==> src/rtl/instr_fetch_unit_if.sv <==
// Fetch-unit bus bundle: instruction-memory read port, decode handshake and redirect.
// The master view belongs to the fetch unit; the slave view belongs to its environment.
interface instr_fetch_unit_if;
  logic        imem_req;
  logic [31:0] imem_addr;
  logic        imem_rvalid;
  logic [31:0] imem_rdata;
  logic        dec_valid;
  logic        dec_ready;
  logic [31:0] dec_instr;
  logic [31:0] dec_pc;
  logic        redirect_valid;
  logic [31:0] redirect_pc;
  logic        misalign_err;

  modport master (
    output imem_req, imem_addr, dec_valid, dec_instr, dec_pc, misalign_err,
    input  imem_rvalid, imem_rdata, dec_ready, redirect_valid, redirect_pc
  );

  modport slave (
    input  imem_req, imem_addr, dec_valid, dec_instr, dec_pc, misalign_err,
    output imem_rvalid, imem_rdata, dec_ready, redirect_valid, redirect_pc
  );
endinterface

==> src/rtl/instr_fetch_unit.sv <==
// Fetch stage: PC sequencing, credit-gated word fetches to a 1-cycle-latency memory,
// and a small response FIFO towards decode, with full flush on redirect.
module instr_fetch_unit #(
  parameter logic [31:0] RESET_PC   = 32'h0000_0000,
  parameter int unsigned FIFO_DEPTH = 2
) (
  input logic                  clk,
  input logic                  reset,
  instr_fetch_unit_if.master   bus
);

  localparam int unsigned PTR_W = (FIFO_DEPTH > 1) ? $clog2(FIFO_DEPTH) : 1;
  localparam int unsigned CNT_W = $clog2(FIFO_DEPTH + 1);
  localparam int unsigned CRD_W = CNT_W + 1;

  typedef struct packed {
    logic [31:0] instr;
    logic [31:0] pc;
  } entry_t;

  entry_t           fifo [FIFO_DEPTH];
  logic [PTR_W-1:0] rd_ptr;
  logic [PTR_W-1:0] wr_ptr;
  logic [CNT_W-1:0] count;
  logic [31:0]      fetch_pc;
  logic [31:0]      req_pc;
  logic             inflight;

  logic             has_entry;
  logic             pop;
  logic             push;
  logic             req;
  logic [CRD_W-1:0] credit;

  // Credit counts queued plus in-flight words, net of this cycle's pop.
  always_comb begin
    has_entry = !reset && (count != '0);
    pop       = has_entry && bus.dec_ready;
    credit    = CRD_W'(count) + CRD_W'(inflight) - CRD_W'(pop);
    req       = !reset && !bus.redirect_valid && (credit < CRD_W'(FIFO_DEPTH));
    push      = bus.imem_rvalid && inflight && !bus.redirect_valid;
  end

  always_ff @(posedge clk) begin
    if (reset) begin
      fetch_pc <= RESET_PC;
      req_pc   <= '0;
      inflight <= 1'b0;
      rd_ptr   <= '0;
      wr_ptr   <= '0;
      count    <= '0;
    end else begin
      inflight <= req;
      if (bus.redirect_valid) begin
        fetch_pc <= {bus.redirect_pc[31:2], 2'b00};
        rd_ptr   <= '0;
        wr_ptr   <= '0;
        count    <= '0;
      end else begin
        if (req) begin
          fetch_pc <= fetch_pc + 32'd4;
          req_pc   <= fetch_pc;
        end
        if (push) wr_ptr <= wr_ptr + PTR_W'(1);
        if (pop)  rd_ptr <= rd_ptr + PTR_W'(1);
        case ({push, pop})
          2'b10:   count <= count + CNT_W'(1);
          2'b01:   count <= count - CNT_W'(1);
          default: count <= count;
        endcase
      end
    end
  end

  // Payload storage needs no reset; validity is tracked by count.
  always_ff @(posedge clk) begin
    if (!reset && push) fifo[wr_ptr] <= '{instr: bus.imem_rdata, pc: req_pc};
  end

  assign bus.imem_req     = req;
  assign bus.imem_addr    = fetch_pc;
  assign bus.dec_valid    = has_entry;
  assign bus.dec_instr    = fifo[rd_ptr].instr;
  assign bus.dec_pc       = fifo[rd_ptr].pc;
  assign bus.misalign_err = !reset && bus.redirect_valid && (bus.redirect_pc[1:0] != 2'b00);

  // The credit scheme must make overflow impossible.
  a_no_overflow: assert property (@(posedge clk) disable iff (reset)
    !(push && !pop && (count == CNT_W'(FIFO_DEPTH))));

endmodule
==> src/flat_wrapper.sv <==
// flat-port wrapper written by rule: the top's interface ports become plain ports
module instr_fetch_unit_flat 
#(
  parameter logic [31:0] RESET_PC   = 32'h0000_0000,
  parameter int unsigned FIFO_DEPTH = 2
)
  (clk, reset, bus_imem_req, bus_imem_addr, bus_dec_valid, bus_dec_instr, bus_dec_pc, bus_misalign_err, bus_imem_rvalid, bus_imem_rdata, bus_dec_ready, bus_redirect_valid, bus_redirect_pc);
  instr_fetch_unit_if bus_i ();
  input logic clk;
  input logic reset;
  output wire logic [$bits(bus_i.imem_req)-1:0] bus_imem_req;
  output wire logic [$bits(bus_i.imem_addr)-1:0] bus_imem_addr;
  output wire logic [$bits(bus_i.dec_valid)-1:0] bus_dec_valid;
  output wire logic [$bits(bus_i.dec_instr)-1:0] bus_dec_instr;
  output wire logic [$bits(bus_i.dec_pc)-1:0] bus_dec_pc;
  output wire logic [$bits(bus_i.misalign_err)-1:0] bus_misalign_err;
  input wire logic [$bits(bus_i.imem_rvalid)-1:0] bus_imem_rvalid;
  input wire logic [$bits(bus_i.imem_rdata)-1:0] bus_imem_rdata;
  input wire logic [$bits(bus_i.dec_ready)-1:0] bus_dec_ready;
  input wire logic [$bits(bus_i.redirect_valid)-1:0] bus_redirect_valid;
  input wire logic [$bits(bus_i.redirect_pc)-1:0] bus_redirect_pc;
  assign bus_imem_req = bus_i.imem_req;
  assign bus_imem_addr = bus_i.imem_addr;
  assign bus_dec_valid = bus_i.dec_valid;
  assign bus_dec_instr = bus_i.dec_instr;
  assign bus_dec_pc = bus_i.dec_pc;
  assign bus_misalign_err = bus_i.misalign_err;
  assign bus_i.imem_rvalid = bus_imem_rvalid;
  assign bus_i.imem_rdata = bus_imem_rdata;
  assign bus_i.dec_ready = bus_dec_ready;
  assign bus_i.redirect_valid = bus_redirect_valid;
  assign bus_i.redirect_pc = bus_redirect_pc;
  instr_fetch_unit #(.RESET_PC(RESET_PC), .FIFO_DEPTH(FIFO_DEPTH)) u_core (.clk(clk), .reset(reset), .bus(bus_i));
endmodule
==> config.mk <==
export PLATFORM = sky130hd
export DESIGN_NAME = instr_fetch_unit_flat
export DESIGN_NICKNAME = d
export VERILOG_FILES = /design/src/rtl/instr_fetch_unit_if.sv /design/src/rtl/instr_fetch_unit.sv /design/src/flat_wrapper.sv
export SDC_FILE = /design/constraint.sdc
export NUM_CORES = 1
export LEC_CHECK = 0
export ABC_AREA = 1
export ABC_CLOCK_PERIOD_IN_PS = 17500
export BUFFER_PORTS_ARGS = -buffer_cell sky130_fd_sc_hd__buf_2
export CORE_ASPECT_RATIO = 0.75
export CORE_MARGIN = 4
export CORE_UTILIZATION = 45
export DETAILED_ROUTE_END_ITERATION = 12
export PLACE_DENSITY = 0.68
export SLEW_MARGIN = 20
export SYNTH_ARGS = -nofsm -noshare
export SYNTH_HDL_FRONTEND = slang
export SYNTH_SLANG_ARGS = --single-unit
==> constraint.sdc <==
create_clock -name clk -period 17.5 [get_ports clk]
set_input_delay 2.625 -clock clk [delete_from_list [all_inputs] [get_ports clk]]
set_output_delay 2.625 -clock clk [all_outputs]
set_load 0.05 [all_outputs]
==> out/results.txt <==
Status - finished, final reports clean
Max-Cap Viols - 0
ANT nets after route - 0
Num CTS Buffers - 17
Port Buffers - 163
Post-synth top area share - 0.466
CTS tree - yes
Vias in the first global route - 5273
Synth area leader - edfxtp_1
Cell Area, Synth - 7990 um2
Share of cells above drive strength 1 - 0.309
Hold-fix buffer count after cts - 0
Overall power - 0.000965 W
Via density - 4.94
Initial antenna violation count - 0
Util after Layout - 0.560
HPWL after detailed placement - 12300 um
Setup_tns - 0 ns
GR Util All Layers - 0.182
Ant diodes - 0
CP Max Fanout - 45
Final wirelength - 18200 um
Fin. max-slew vios - 0
CTS H-tree depth - 4
Wire per inst - 15.9 um
Die height - 123 um
Layout area overhead - 20.2%
Critical Path Source Type - input pin
Area contributors post-synth - edfxtp_1 (47%), dfxtp_1 (17%), mux2_2 (8.7%)
Clock latency on the worst-skew pair - 0.43 ns
VDD IR max - 0.0000670 V
WHS - 0.454 ns
Max frequency - 129 MHz
Worst slew pin tran - 0.879 ns
Worst path required time - 14.88 ns
Clock-pin slew on the worst setup and hold paths - 0.07 ns
Post-CTS resize count - 0
Layout Nets - 969
Largest net degree at the start of global routing - 71
Detailed router's first-iteration violation count - 469
Register area share after synthesis - 0.632
Minimum clock period - 7.77 ns
Root Buffer Master - clkbuf_16
CP endpoint kind - primary output
Yosys reg bits - 190
CP Class - in2out
Final hold viol count - 0
DRC viols - 0
Leakage - 3.79 nW
Top Ports - 168
Global route overflow - 0
Ys Warns - 0
Final setup viols - 0
Yosys cell types - 33
Core area - 17100 um2
Placer Congestion - 0.884
Max clock buf depth - 2
Post-CTS Setup Bufs - 0
Critical Path AT - 5.15 ns
Worst hold path type - reg2reg
Sink Count - 190
RSZ-0062 raised after global routing - no
Die Width - 162 um
Row cnt - 41
Die Area - 20000 um2
Layout Cells excl Fill - 1145
DR pass1 iterations - 4
Slew margin rel. - 0.414
Syn Inst Count - 738
Period utilization - 0.444
Initial core utilization - 0.466
Pwr/cell area - 101 nW/um2
Post-synthesis average cell area - 10.8 um2
Via count - 5662
First-pass GRT wire length - 28200 um
# placed instances - 1113
Skew final - 0.0113 ns
-- layout by cell type, fill, tap and decap left out, drive strengths merged, types with 2 or more instances in the layout --
cell type / n
buf: 169
nand2: 137
edfxtp: 124
nor2: 87
inv: 74
dfxtp: 66
mux2: 62
nand3: 48
o21ai: 36
a21oi: 31
clkbuf: 17
nor3: 12
a211oi: 9
xor2: 5
clkinv: 5
nand3b: 4
a31oi: 4
a22oi: 4
conb: 4
ha: 3
nand4: 2
clkinvlp: 2
-- sequential cells by signal, summed over array words and instances, names as in the netlist, named ones only --
name	count
u_core.req_pc	30
u_core.bus.imem_addr	30
u_core.fifo	124
u_core.rd_ptr	1
u_core.count	2
u_core.inflight	1
u_core.wr_ptr	1
-- synthesized netlist by cell type --
| master | instances |
|---|---|
| a211oi_1 | 8 |
| a211oi_2 | 1 |
| a21oi_1 | 31 |
| a22oi_1 | 4 |
| a31oi_1 | 4 |
| and2_1 | 1 |
| buf_2 | 13 |
| buf_4 | 7 |
| buf_6 | 2 |
| clkbuf_1 | 11 |
| conb_1 | 1 |
| dfxtp_1 | 66 |
| edfxtp_1 | 124 |
| fa_1 | 1 |
| ha_1 | 3 |
| inv_1 | 64 |
| inv_2 | 2 |
| inv_4 | 1 |
| mux2_2 | 62 |
| nand2_1 | 133 |
| nand2_2 | 2 |
| nand2_4 | 2 |
| nand3_1 | 48 |
| nand3b_1 | 4 |
| nand4_1 | 2 |
| nor2_1 | 80 |
| nor2_2 | 6 |
| nor2_4 | 1 |
| nor3_1 | 12 |
| o21ai_0 | 25 |
| o21ai_1 | 11 |
| xnor2_1 | 1 |
| xor2_1 | 5 |
-- layout make-up --
type | instances | area (um2)
repair buffers | 169 | 861
inverters | 67 | 254
multi-input cells | 451 | 2530
clock buffers | 17 | 425
clock inverters | 15 | 188
fillers | 1554 | 7540
well taps | 236 | 295
flip-flops and latches | 190 | 5050
-- per-layer routing --
metal / vias to the layer above / routed length (um) / track usage / part of all wire
met3: 15 / 1440 / 0.0570 / 0.079
met5: - / 0 / 0 / 0
met2: 190 / 7860 / 0.272 / 0.43
met1: 2622 / 8700 / 0.261 / 0.48
met4: 0 / 194 / 0.0412 / 0.011
li1: 2835 / - / - / -
-- path summary, 6_finish.rpt --
kind | from | endpoint | slack [ns] | cells after the start
max | reset | bus_imem_req | 9.73 | 14
min | u_core.req_pc[6]$_SDFFE_PP0P_ | u_core.fifo[1][6]$_DFFE_PP_ | 0.45 | 0
min reg2reg | u_core.req_pc[6]$_SDFFE_PP0P_ | u_core.fifo[1][6]$_DFFE_PP_ | 0.45 | 0
max reg2reg | u_core.count[1]$_SDFFE_PP0P_ | u_core.bus.imem_addr[29]$_SDFFE_PP0P_ | 14.14 | 17
-- per-stage QoR --
step / area (um2) / worst slack, ns
6_report: 9600 / 9.73
5_1_grt: 9600 / 9.54
4_1_cts: 9600 / 9.71
3_5_place_dp: 8980 / 9.72
3_3_place_gp: 8980 / 9.78
2_1_floorplan: 8000 / 9.53
-- where the power goes --
part / leakage (nW) / switching (W) / internal (W)
Combinational: 1.81 / 0.0000542 / 0.0000210
Clock: 0.292 / 0.000185 / 0.000206
Sequential: 1.68 / 0.0000109 / 0.000488
-- logic make-up (layout without fill, tap and decap cells) --
kind of cell	Yosys count	after routing	share of synthesized area
AOI/OAI and AO/OA	84	84	0.0580
xor gates and xnor gates	6	6	0.00658
adders and majority gates	4	4	0.00721
buffers and inverters	100	268	0.0545
DFF	190	190	0.632
muxes	62	62	0.0874
other	1	4	0.000469
and+or+nand+nor	291	291	0.154
-- worst max-delay path: stages --
cell	delay, ns
buf_2	0.08
buf_4	0.44
a21oi_1	0.11
nand2_1	0.12
inv_1	0.06
ha_1	0.28
inv_1	0.05
nand2_1	0.06
fa_1	0.49
inv_1	0.06
nor2_4	0.11
nand2_4	0.22
inv_2	0.12
buf_2	0.27
(Power assumes the default switching activity.)
